<file path="config.mk">
export PLATFORM = sky130hd
export DESIGN_NAME = branch_resolve_unit_flat
export DESIGN_NICKNAME = d
export VERILOG_FILES = /design/src/rtl/branch_resolve_unit_if.sv /design/src/rtl/branch_resolve_unit.sv /design/src/flat_wrapper.sv
export SDC_FILE = /design/constraint.sdc
export NUM_CORES = 1
export LEC_CHECK = 0
export CORE_UTILIZATION = 52
export CTS_CLUSTER_SIZE = 8
export DETAILED_ROUTE_END_ITERATION = 7
export PLACE_DENSITY = 0.77
export SLEW_MARGIN = 30
export SYNTH_ARGS = -nofsm -noshare
export SYNTH_HDL_FRONTEND = slang
export SYNTH_SLANG_ARGS = --single-unit
</file>
<file path="constraint.sdc">
create_clock -name clk -period 4 [get_ports clk]
set_input_delay 0.8 -clock clk [delete_from_list [all_inputs] [get_ports clk]]
set_output_delay 0.8 -clock clk [all_outputs]
set_load 0.02 [all_outputs]
</file>
<file path="src/rtl/branch_resolve_unit_if.sv">
// Bus bundle between the fetch/resolve pipeline stages and the
// branch_resolve_unit: fetch-side BTB lookup, resolve-side outcome,
// BTB write port and redirect outputs.
interface branch_resolve_unit_if;
  logic        fetch_valid;
  logic [15:0] fetch_pc;
  logic        btb_hit;
  logic [15:0] btb_predicted_pc;
  logic        q_full;
  logic        resolve_valid;
  logic        resolve_is_br;
  logic        resolve_taken;
  logic [15:0] resolve_target;
  logic [15:0] btb_write_pc;
  logic [15:0] btb_write_data;
  logic        btb_taken;
  logic        redirect;
  logic [15:0] redirect_pc;
  logic        underflow;

  // Pipeline side: drives fetch/resolve info, observes the unit's results.
  modport master (
    output fetch_valid, fetch_pc, btb_hit, btb_predicted_pc,
    output resolve_valid, resolve_is_br, resolve_taken, resolve_target,
    input  q_full, btb_write_pc, btb_write_data, btb_taken,
    input  redirect, redirect_pc, underflow
  );

  // Unit side.
  modport slave (
    input  fetch_valid, fetch_pc, btb_hit, btb_predicted_pc,
    input  resolve_valid, resolve_is_br, resolve_taken, resolve_target,
    output q_full, btb_write_pc, btb_write_data, btb_taken,
    output redirect, redirect_pc, underflow
  );
endinterface

</file>
<file path="src/rtl/branch_resolve_unit.sv">
// branch_resolve_unit: in-order queue of BTB lookups made at fetch, checked
// against the real branch outcome at resolve. Produces a registered BTB
// write pulse and a registered redirect pulse; a mispredict flushes the queue.
// Optional build macro BRU_PERF_CNT_EN adds saturating branch and
// mispredict counters (br_count, mispredict_count).
module branch_resolve_unit #(
  parameter int DEPTH = 4,
  parameter int PTR_W = 2
) (
  input  logic                  clk,
  input  logic                  reset,
  branch_resolve_unit_if.slave  bus
`ifdef BRU_PERF_CNT_EN
  ,
  output logic [15:0]           br_count,
  output logic [15:0]           mispredict_count
`endif
);

  localparam logic [PTR_W:0]   FULL_C    = (PTR_W + 1)'(DEPTH);
  localparam logic [PTR_W:0]   CNT_ONE   = (PTR_W + 1)'(1);
  localparam logic [PTR_W:0]   CNT_ZERO  = (PTR_W + 1)'(0);
  localparam logic [PTR_W-1:0] PTR_ONE   = PTR_W'(1);
  localparam logic [PTR_W-1:0] PTR_ZERO  = PTR_W'(0);

  // Prediction storage, indexed by pointer
  logic [15:0]      pc_mem_q   [DEPTH];
  logic [15:0]      pred_mem_q [DEPTH];
  logic [DEPTH-1:0] hit_mem_q;

  logic [PTR_W-1:0] wr_ptr_q, wr_ptr_d, rd_ptr_q, rd_ptr_d;
  logic [PTR_W:0]   count_q, count_d;
  logic             q_full_q, q_full_d;
  logic             underflow_q, underflow_d;
  logic             redirect_q, btb_taken_q;
  logic [15:0]      redirect_pc_q, btb_write_pc_q, btb_write_data_q;

  logic             push_s, pop_s, mispredict_s, write_s, taken_br_s;
  logic [15:0]      head_pc_s, head_pred_s, pc_plus2_s, pred_next_s, act_next_s;
  logic             head_hit_s;

  // Head entry decode and prediction check
  always_comb begin
    push_s       = bus.fetch_valid & ~q_full_q;
    pop_s        = bus.resolve_valid & (count_q != CNT_ZERO);
    head_pc_s    = pc_mem_q[rd_ptr_q];
    head_pred_s  = pred_mem_q[rd_ptr_q];
    head_hit_s   = hit_mem_q[rd_ptr_q];
    pc_plus2_s   = head_pc_s + 16'd2;
    taken_br_s   = bus.resolve_is_br & bus.resolve_taken;
    pred_next_s  = head_hit_s ? head_pred_s : pc_plus2_s;
    act_next_s   = taken_br_s ? bus.resolve_target : pc_plus2_s;
    mispredict_s = pop_s & (pred_next_s != act_next_s);
    write_s      = pop_s & taken_br_s &
                   (~head_hit_s | (head_pred_s != bus.resolve_target));
  end

  // Pointer/count next state; a mispredict squashes everything incl. same-cycle push
  always_comb begin
    wr_ptr_d    = wr_ptr_q;
    rd_ptr_d    = rd_ptr_q;
    count_d     = count_q;
    underflow_d = underflow_q | (bus.resolve_valid & (count_q == CNT_ZERO));
    if (mispredict_s) begin
      rd_ptr_d = wr_ptr_q;
      count_d  = CNT_ZERO;
    end else begin
      if (push_s) begin
        wr_ptr_d = wr_ptr_q + PTR_ONE;
      end else begin
        wr_ptr_d = wr_ptr_q;
      end
      if (pop_s) begin
        rd_ptr_d = rd_ptr_q + PTR_ONE;
      end else begin
        rd_ptr_d = rd_ptr_q;
      end
      case ({push_s, pop_s})
        2'b10:   count_d = count_q + CNT_ONE;
        2'b01:   count_d = count_q - CNT_ONE;
        default: count_d = count_q;
      endcase
    end
    q_full_d = (count_d == FULL_C);
  end

  // Queue storage write on accepted push
  always_ff @(posedge clk) begin
    if (reset) begin
      for (int i = 0; i < DEPTH; i++) begin
        pc_mem_q[i]   <= 16'h0000;
        pred_mem_q[i] <= 16'h0000;
      end
      hit_mem_q <= '0;
    end else if (push_s) begin
      pc_mem_q[wr_ptr_q]   <= bus.fetch_pc;
      pred_mem_q[wr_ptr_q] <= bus.btb_predicted_pc;
      hit_mem_q[wr_ptr_q]  <= bus.btb_hit;
    end
  end

  // Queue control and registered result outputs
  always_ff @(posedge clk) begin
    if (reset) begin
      wr_ptr_q         <= PTR_ZERO;
      rd_ptr_q         <= PTR_ZERO;
      count_q          <= CNT_ZERO;
      q_full_q         <= 1'b0;
      underflow_q      <= 1'b0;
      redirect_q       <= 1'b0;
      redirect_pc_q    <= 16'h0000;
      btb_taken_q      <= 1'b0;
      btb_write_pc_q   <= 16'h0000;
      btb_write_data_q <= 16'h0000;
    end else begin
      wr_ptr_q    <= wr_ptr_d;
      rd_ptr_q    <= rd_ptr_d;
      count_q     <= count_d;
      q_full_q    <= q_full_d;
      underflow_q <= underflow_d;
      redirect_q  <= mispredict_s;
      btb_taken_q <= write_s;
      if (mispredict_s) begin
        redirect_pc_q <= act_next_s;
      end
      if (write_s) begin
        btb_write_pc_q   <= head_pc_s;
        btb_write_data_q <= bus.resolve_target;
      end
    end
  end

  assign bus.q_full         = q_full_q;
  assign bus.underflow      = underflow_q;
  assign bus.redirect       = redirect_q;
  assign bus.redirect_pc    = redirect_pc_q;
  assign bus.btb_taken      = btb_taken_q;
  assign bus.btb_write_pc   = btb_write_pc_q;
  assign bus.btb_write_data = btb_write_data_q;

`ifdef BRU_PERF_CNT_EN
  logic [15:0] br_count_q, br_count_d, mp_count_q, mp_count_d;

  // Saturating performance counters
  always_comb begin
    br_count_d = br_count_q;
    mp_count_d = mp_count_q;
    if (pop_s & bus.resolve_is_br & (br_count_q != 16'hFFFF)) begin
      br_count_d = br_count_q + 16'd1;
    end else begin
      br_count_d = br_count_q;
    end
    if (mispredict_s & (mp_count_q != 16'hFFFF)) begin
      mp_count_d = mp_count_q + 16'd1;
    end else begin
      mp_count_d = mp_count_q;
    end
  end

  // Counter registers
  always_ff @(posedge clk) begin
    if (reset) begin
      br_count_q <= 16'h0000;
      mp_count_q <= 16'h0000;
    end else begin
      br_count_q <= br_count_d;
      mp_count_q <= mp_count_d;
    end
  end

  assign br_count         = br_count_q;
  assign mispredict_count = mp_count_q;
`endif

endmodule
</file>
<file path="src/flat_wrapper.sv">
// flat-port wrapper written by rule: the top's interface ports become plain ports
module branch_resolve_unit_flat 
#(
  parameter int DEPTH = 4,
  parameter int PTR_W = 2
)
  (clk, reset, bus_fetch_valid, bus_fetch_pc, bus_btb_hit, bus_btb_predicted_pc, bus_resolve_valid, bus_resolve_is_br, bus_resolve_taken, bus_resolve_target, bus_q_full, bus_btb_write_pc, bus_btb_write_data, bus_btb_taken, bus_redirect, bus_redirect_pc, bus_underflow);
  branch_resolve_unit_if bus_i ();
  input  logic clk;
  input  logic reset;
  input wire logic [$bits(bus_i.fetch_valid)-1:0] bus_fetch_valid;
  input wire logic [$bits(bus_i.fetch_pc)-1:0] bus_fetch_pc;
  input wire logic [$bits(bus_i.btb_hit)-1:0] bus_btb_hit;
  input wire logic [$bits(bus_i.btb_predicted_pc)-1:0] bus_btb_predicted_pc;
  input wire logic [$bits(bus_i.resolve_valid)-1:0] bus_resolve_valid;
  input wire logic [$bits(bus_i.resolve_is_br)-1:0] bus_resolve_is_br;
  input wire logic [$bits(bus_i.resolve_taken)-1:0] bus_resolve_taken;
  input wire logic [$bits(bus_i.resolve_target)-1:0] bus_resolve_target;
  output wire logic [$bits(bus_i.q_full)-1:0] bus_q_full;
  output wire logic [$bits(bus_i.btb_write_pc)-1:0] bus_btb_write_pc;
  output wire logic [$bits(bus_i.btb_write_data)-1:0] bus_btb_write_data;
  output wire logic [$bits(bus_i.btb_taken)-1:0] bus_btb_taken;
  output wire logic [$bits(bus_i.redirect)-1:0] bus_redirect;
  output wire logic [$bits(bus_i.redirect_pc)-1:0] bus_redirect_pc;
  output wire logic [$bits(bus_i.underflow)-1:0] bus_underflow;
  assign bus_i.fetch_valid = bus_fetch_valid;
  assign bus_i.fetch_pc = bus_fetch_pc;
  assign bus_i.btb_hit = bus_btb_hit;
  assign bus_i.btb_predicted_pc = bus_btb_predicted_pc;
  assign bus_i.resolve_valid = bus_resolve_valid;
  assign bus_i.resolve_is_br = bus_resolve_is_br;
  assign bus_i.resolve_taken = bus_resolve_taken;
  assign bus_i.resolve_target = bus_resolve_target;
  assign bus_q_full = bus_i.q_full;
  assign bus_btb_write_pc = bus_i.btb_write_pc;
  assign bus_btb_write_data = bus_i.btb_write_data;
  assign bus_btb_taken = bus_i.btb_taken;
  assign bus_redirect = bus_i.redirect;
  assign bus_redirect_pc = bus_i.redirect_pc;
  assign bus_underflow = bus_i.underflow;
  branch_resolve_unit #(.DEPTH(DEPTH), .PTR_W(PTR_W)) u_core (.clk(clk), .reset(reset), .bus(bus_i));
endmodule
</file>
==> results of run 1 <==
## cell families (layout without fill, tap and decap cells)
group | count (synthesis) | after routing | synth area share
xor+xnor | 57 | 57 | 0.0584
flops | 193 | 193 | 0.521
buf+inv | 69 | 183 | 0.0331
fa+ha+maj | 7 | 7 | 0.00963
compound gates | 76 | 76 | 0.0579
mux | 92 | 92 | 0.135
simple gates | 327 | 327 | 0.185
## layout make-up
type / instances / area, um^2
Timing Repair Buffer: 144 / 1390
Clock buffer: 18 / 429
Inverter: 7 / 26.3
Tap cell: 234 / 293
Sequential cell: 193 / 5150
Fill cell: 1434 / 6700
Clock inverter: 14 / 206
Multi-Input combinational cell: 559 / 4450
## routing by layer
metal  routed length, um  vias up  GRT usage
li1                    -     3238          -
met1               11000     3532      0.361
met2               12100      300      0.433
met3                1670       53     0.0482
met4                 550        0      0.110
met5                   0        -          0
## critical path, cell delays in order (launching register included)
cell	delay [ps]
sky130_fd_sc_hd__dfxtp_2	350
sky130_fd_sc_hd__buf_4	200
sky130_fd_sc_hd__mux4_2	370
sky130_fd_sc_hd__nand3_2	290
sky130_fd_sc_hd__nor4_1	560
sky130_fd_sc_hd__xor2_1	400
sky130_fd_sc_hd__mux2i_1	160
sky130_fd_sc_hd__xor2_1	190
sky130_fd_sc_hd__nor2_1	350
sky130_fd_sc_hd__o311ai_0	210
sky130_fd_sc_hd__a31oi_1	450
## path summary, 6_finish.rpt
kind                             start                   endpoint  slack [ps]  cells past startpoint
max                               flop                       flop         280                     10
max reg2reg                       flop                       flop         280                     10
min          u_core.bus.redirect_pc[3]  u_core.bus.redirect_pc[3]         460                      2
min reg2reg  u_core.bus.redirect_pc[3]  u_core.bus.redirect_pc[3]         460                      2
## cells in the mapped netlist, drive strengths merged, types with 5 or more instances
cell type  number  share of area
nor4           10          0.010
clkbuf         40          0.015
and2           67          0.042
nand4          10         0.0076
mux2            8         0.0091
and3           74          0.047
xor2           20          0.018
nor3           14         0.0076
a21oi          16         0.0081
nand2          54          0.021
buf            22          0.015
dfxtp          65           0.13
mux4           32          0.073
inv             6         0.0023
ha              6         0.0076
xnor2          32          0.029
nor2b           5         0.0032
nor2           53          0.020
nand3          19          0.011
o211ai         13         0.0099
mux2i          52          0.053
edfxtp        128           0.39
a31oi           5         0.0038
## power by group
group	switching (W)	total, W	internal (W)
sequential	0.000124	0.00256	0.00244
combinational	0.00128	0.00223	0.000954
clock	0.000804	0.00186	0.00106
## flip-flops by register name, summed over array words and instances, names as in the netlist, named ones only
name                       cells
u_core.pc_mem_q               64
u_core.pred_mem_q             64
u_core.bus.btb_write_data     16
u_core.bus.btb_write_pc       16
u_core.bus.redirect_pc        16
u_core.hit_mem_q               4
u_core.count_q                 3
u_core.rd_ptr_q                2
u_core.wr_ptr_q                2
u_core.bus.btb_taken           1
u_core.bus.q_full              1
u_core.bus.redirect            1
u_core.bus.underflow           1
## per-stage QoR
step,worst slack (ps),power (W),utilization
floorplan,-147,0.00408,-
detailed placement,229,0.00481,0.607
finish,279,0.00666,0.641
CTS,319,0.00666,0.641
global route,12.2,0.00694,0.641
global placement,237,0.00478,0.607
==> impl_metrics.tcl, run 1 <==
set metrics [dict create \
    power_leakage_nw 4.54 \
    cts_num_sinks 193 \
    drv_cap 0 \
    clk_latency_ps 450 \
    floorplan.die_area_mm2 0.0196 \
    number_of_buffers_created_by_cts 17 \
    cts_tree "done" \
    synth_cell_types 76 \
    final_cell_mix "sky130_fd_sc_hd__edfxtp_1 (128), sky130_fd_sc_hd__clkdlybuf4s50_1 (105), sky130_fd_sc_hd__and3_1 (74)" \
    synth.ff_latch_count 193 \
    root_buffer "sky130_fd_sc_hd__clkbuf_16" \
    number_of_hold_slack_violations_in_the_final_timing_report 0 \
    timing.final.crit_share 0.930 \
    via_count 7123 \
    clock_tree.htree_level_count 4 \
    post-route-drc-count 0 \
    synth_enable_flop_cells 128 \
    cts-root-to-sink-buffers 2 \
    cts_hold_buffers 0 \
    placed_cell_areas_mm2 0.0113 \
    asyncSetResetFlopFracSynth 0 \
    skew_ps 9.23 \
    grt_pass1_wl_um 39400 \
    nets 984 \
    vdd.ir_drop.worst_v 0.000356 \
    floorplan.die.width_um 140 \
    worst-path-max-fanout 11 \
    drt-total-wl_um 25300 \
    dp_wirelength_um 16700 \
    post-cts-setup-buffers 0 \
    worst-setup-path-type "reg -> reg" \
    synthesis.nets 883 \
    syn_to_final_growth_pct 20.9 \
    finish.cell_count_without_fillers 1169 \
    hold_slack_ps 455 \
    grt_start_max_net_pins 54 \
    initial_antenna_violation_count 0 \
    cp-start-kind "flop" \
    maxSlewHeadroom 0.614 \
    end_kind "flop" \
    totalNegativeSetupSlack_ps 0 \
    gpl.final_weighted_congestion 0.954 \
    placeableCoreArea_mm2 0.0186 \
    floorplan.initialDensity 0.530 \
    critical_path_required_ps 4280 \
    post_synthesis_sequential_area_ratio 0.521 \
    crit_arrival_ps 4010 \
    stdcell_area_mm2 0.0119 \
    powerDensity_mw_per_mm2 558 \
    final.min_clock_period_ps 3720 \
    routed_length_per_instance_um 21.7 \
    clkSlewWorstSetupHoldPaths_ps 70 \
    postCtsResizedCells 0 \
    synthesis.area_mm2 0.00988 \
    dpl.cell_count 1137 \
    overflow 0 \
    detail_route.iter0.violations 522 \
    buffer_ports.inserted 106 \
    post_route_cells_drive_above_1_share 0.136 \
    antenna_violating_nets_left 0 \
    route.detailed.vias_per_inst 6.09 \
    min-delay-path-class "reg -> reg" \
    layout_commonest_cell "sky130_fd_sc_hd__edfxtp_1" \
    ys.flop_type "sky130_fd_sc_hd__edfxtp_1" \
    setup_violations 0 \
    synthesis.instances 821 \
    diodes_inserted 0 \
    placementRows 50 \
    post_synth.cell_area_avg_um2 12.0 \
    yosysWarnings 0 \
    io_pins 107 \
    run_status "completed" \
    first_global_vias 7057 \
    grtUsageTotal 0.269 \
    unrepaired_setup_endpoints_after_global_routing "false" \
    drv_slew 0 \
    floorplan.die.height_um 140 \
    actual_transition_at_the_worst_max_transition_pin_ps 579 \
    number_of_detailed_routing_iterations_run_before_antenna_repair 5 \
    maxClockFrequency_mhz 269 \
]
(Power assumes the default switching activity.)
==> inputs of run 2 (changes only) <==
--- a/config.mk
+++ b/config.mk
@@ -5,10 +5,12 @@
 export SDC_FILE = /design/constraint.sdc
 export NUM_CORES = 1
 export LEC_CHECK = 0
-export CORE_UTILIZATION = 52
+export ABC_CLOCK_PERIOD_IN_PS = 4000
+export CORE_UTILIZATION = 53
+export CTS_BUF_LIST = sky130_fd_sc_hd__clkbuf_4
 export CTS_CLUSTER_SIZE = 8
 export DETAILED_ROUTE_END_ITERATION = 7
-export PLACE_DENSITY = 0.77
+export PLACE_DENSITY = 0.79
 export SLEW_MARGIN = 30
 export SYNTH_ARGS = -nofsm -noshare
 export SYNTH_HDL_FRONTEND = slang
==> impl_metrics.tcl, run 2 (same netlist as run 1, synthesis figures left out) <==
set metrics [dict create \
    worst-path-max-fanout 11 \
    maxClockFrequency_mhz 268 \
    cp-start-kind "flop" \
    actual_transition_at_the_worst_max_transition_pin_ps 653 \
    unrepaired_setup_endpoints_after_global_routing "false" \
    cp_num_buf_inv 1 \
    buffer_ports.inserted 106 \
    number_of_detailed_routing_iterations_run_before_antenna_repair 7 \
    postCtsResizedCells 0 \
    critical_path_required_ps 4550 \
    run_status "complete, but fails checks" \
    io_pins 107 \
    clkSlewWorstSetupHoldPaths_ps 160 \
    powerDensity_mw_per_mm2 503 \
    cell_with_the_biggest_individual_delay_on_the_critical_path "sky130_fd_sc_hd__mux4_2" \
    post_route_cells_drive_above_1_share 0.142 \
    crit_arrival_ps 4270 \
    crit_chain "mux4_2, ha_1, and3_1, nand3_1, xor2_1, o21ai_0, xnor2_1, nand4_2, o31ai_4, buf_4, mux2i_1" \
    min-delay-path-class "reg -> reg" \
    detail_route.iter0.violations 686 \
    placementRows 49 \
    dpl.cell_count 1136 \
    grtUsageTotal 0.273 \
    placeableCoreArea_mm2 0.0181 \
    nets 988 \
    first_global_vias 6996 \
    cts_hold_buffers 0 \
    cts_num_sinks 193 \
    floorplan.initialDensity 0.546 \
    floorplan.die.height_um 139 \
    skew_ps 13.9 \
    initial_antenna_violation_count 1 \
    via_count 7065 \
    floorplan.die.width_um 139 \
    timing.final.crit_share 0.931 \
    drt-total-wl_um 25200 \
    dp_wirelength_um 17100 \
    setup_ws_ps 274 \
    reg.largest.list "u_core.pc_mem_q x64, u_core.pred_mem_q x64" \
    post-cts-setup-buffers 0 \
    final_cell_mix "sky130_fd_sc_hd__edfxtp_1 (128), sky130_fd_sc_hd__clkdlybuf4s50_1 (105), sky130_fd_sc_hd__and3_1 (74)" \
    route.detailed.vias_per_inst 6.04 \
    drv_cap 0 \
    min-delay-start "u_core.bus.redirect_pc[7]" \
    place_worst_setup_slack_ps 162 \
    gpl.final_weighted_congestion 1.01 \
    layout_commonest_cell "sky130_fd_sc_hd__edfxtp_1" \
    vdd.ir_drop.worst_v 0.000233 \
    p_total_w 0.00585 \
    multi_input_area_mm2 0.00445 \
    register_area_mm2 0.00515 \
    crit_family "multiplexers" \
    final_core_utilization 0.643 \
    grt_start_max_net_pins 54 \
    end_kind "flop" \
    critical-path-max-stage-delay_ps 640 \
    floorplan.die_area_mm2 0.0192 \
    cts_tree "done" \
    worst-setup-path-type "reg -> reg" \
    routed_length_per_instance_um 21.5 \
    number_of_hold_slack_violations_in_the_final_timing_report 0 \
    fill_cells 1394 \
    root_buffer "sky130_fd_sc_hd__clkbuf_4" \
    maxSlewHeadroom 0.565 \
    finish.cell_count_without_fillers 1169 \
    post-route-drc-count 30 \
    power_leakage_nw 4.40 \
    failed_checks "design-rule violations" \
    clock_tree.htree_level_count 4 \
    clk_latency_ps 600 \
    overflow 0 \
    setup_violations 0 \
    antenna_violating_nets_left 0 \
    grt_pass1_wl_um 39500 \
    number_of_buffers_created_by_cts 17 \
    final.min_clock_period_ps 3730 \
    cts-root-to-sink-buffers 2 \
    syn_to_final_growth_pct 17.7 \
    drv_slew 0 \
]
-- run 2: cell types whose count changed in the layout (fill, tap and decap cells not counted) --
cell / previous run / this run
sky130_fd_sc_hd__buf_12: 4 / 5
sky130_fd_sc_hd__buf_4: 34 / 37
sky130_fd_sc_hd__bufinv_16: 4 / 0
sky130_fd_sc_hd__clkbuf_1: 1 / 0
sky130_fd_sc_hd__clkbuf_16: 17 / 0
sky130_fd_sc_hd__clkbuf_4: 0 / 17
sky130_fd_sc_hd__clkinv_1: 2 / 1
sky130_fd_sc_hd__clkinv_4: 1 / 4
sky130_fd_sc_hd__clkinv_8: 1 / 2
sky130_fd_sc_hd__clkinvlp_2: 1 / 0
sky130_fd_sc_hd__clkinvlp_4: 1 / 2
sky130_fd_sc_hd__diode_2: 0 / 1
sky130_fd_sc_hd__inv_8: 2 / 4
-- run 2: report_power, final --
part | switching, W | internal [W] | leakage, nW
Combinational | 0.00127 | 0.000983 | 2.40
Sequential | 0.000138 | 0.00244 | 1.86
Clock | 0.000745 | 0.000279 | 0.146
Total | 0.00216 | 0.00370 | 4.40
-- run 2: worst min-delay path: cells and delay by family (launching register included) --
kind             cells  cell delay (ps)
muxes                1               50
and+or+nand+nor      1               50
DFF                  1              340
-- run 2: layout make-up --
| cell class | instances | share of cell area |
|---|---|---|
| diodes | 1 | 0.000215 |
| inverters | 7 | 0.00226 |
| repair buffers | 148 | 0.123 |
| flip-flops and latches | 193 | 0.443 |
| clock inverters | 15 | 0.0129 |
| well taps | 229 | 0.0246 |
| multi-input cells | 559 | 0.383 |
| clock buffers | 17 | 0.0110 |
-- run 2: final timing paths --
kind | to | slack [ps] | cells after the start
max | u_core.bus.redirect_pc[1] | 270 | 11
min | u_core.bus.redirect_pc[7] | 470 | 2
max reg2reg | u_core.bus.redirect_pc[1] | 270 | 11
min reg2reg | u_core.bus.redirect_pc[7] | 470 | 2
-- run 2: through the flow --
stage / instance area [um^2] / TNS, ps / hold slack (ps)
after floorplan: 9880 / -9420 / 443
after global placement: 11300 / 0 / 448
after detailed placement: 11300 / 0 / 451
after CTS: 11600 / 0 / 471
after global routing: 11600 / 0 / 492
final: 11600 / 0 / 469
-- run 2: routing by layer --
layer,part of all wire,wire (um),vias up,track usage
li1,-,-,3245,-
met1,0.42,10700,3472,0.366
met2,0.49,12300,313,0.451
met3,0.068,1720,35,0.0419
met4,0.019,486,0,0.0964
met5,0,0,-,0
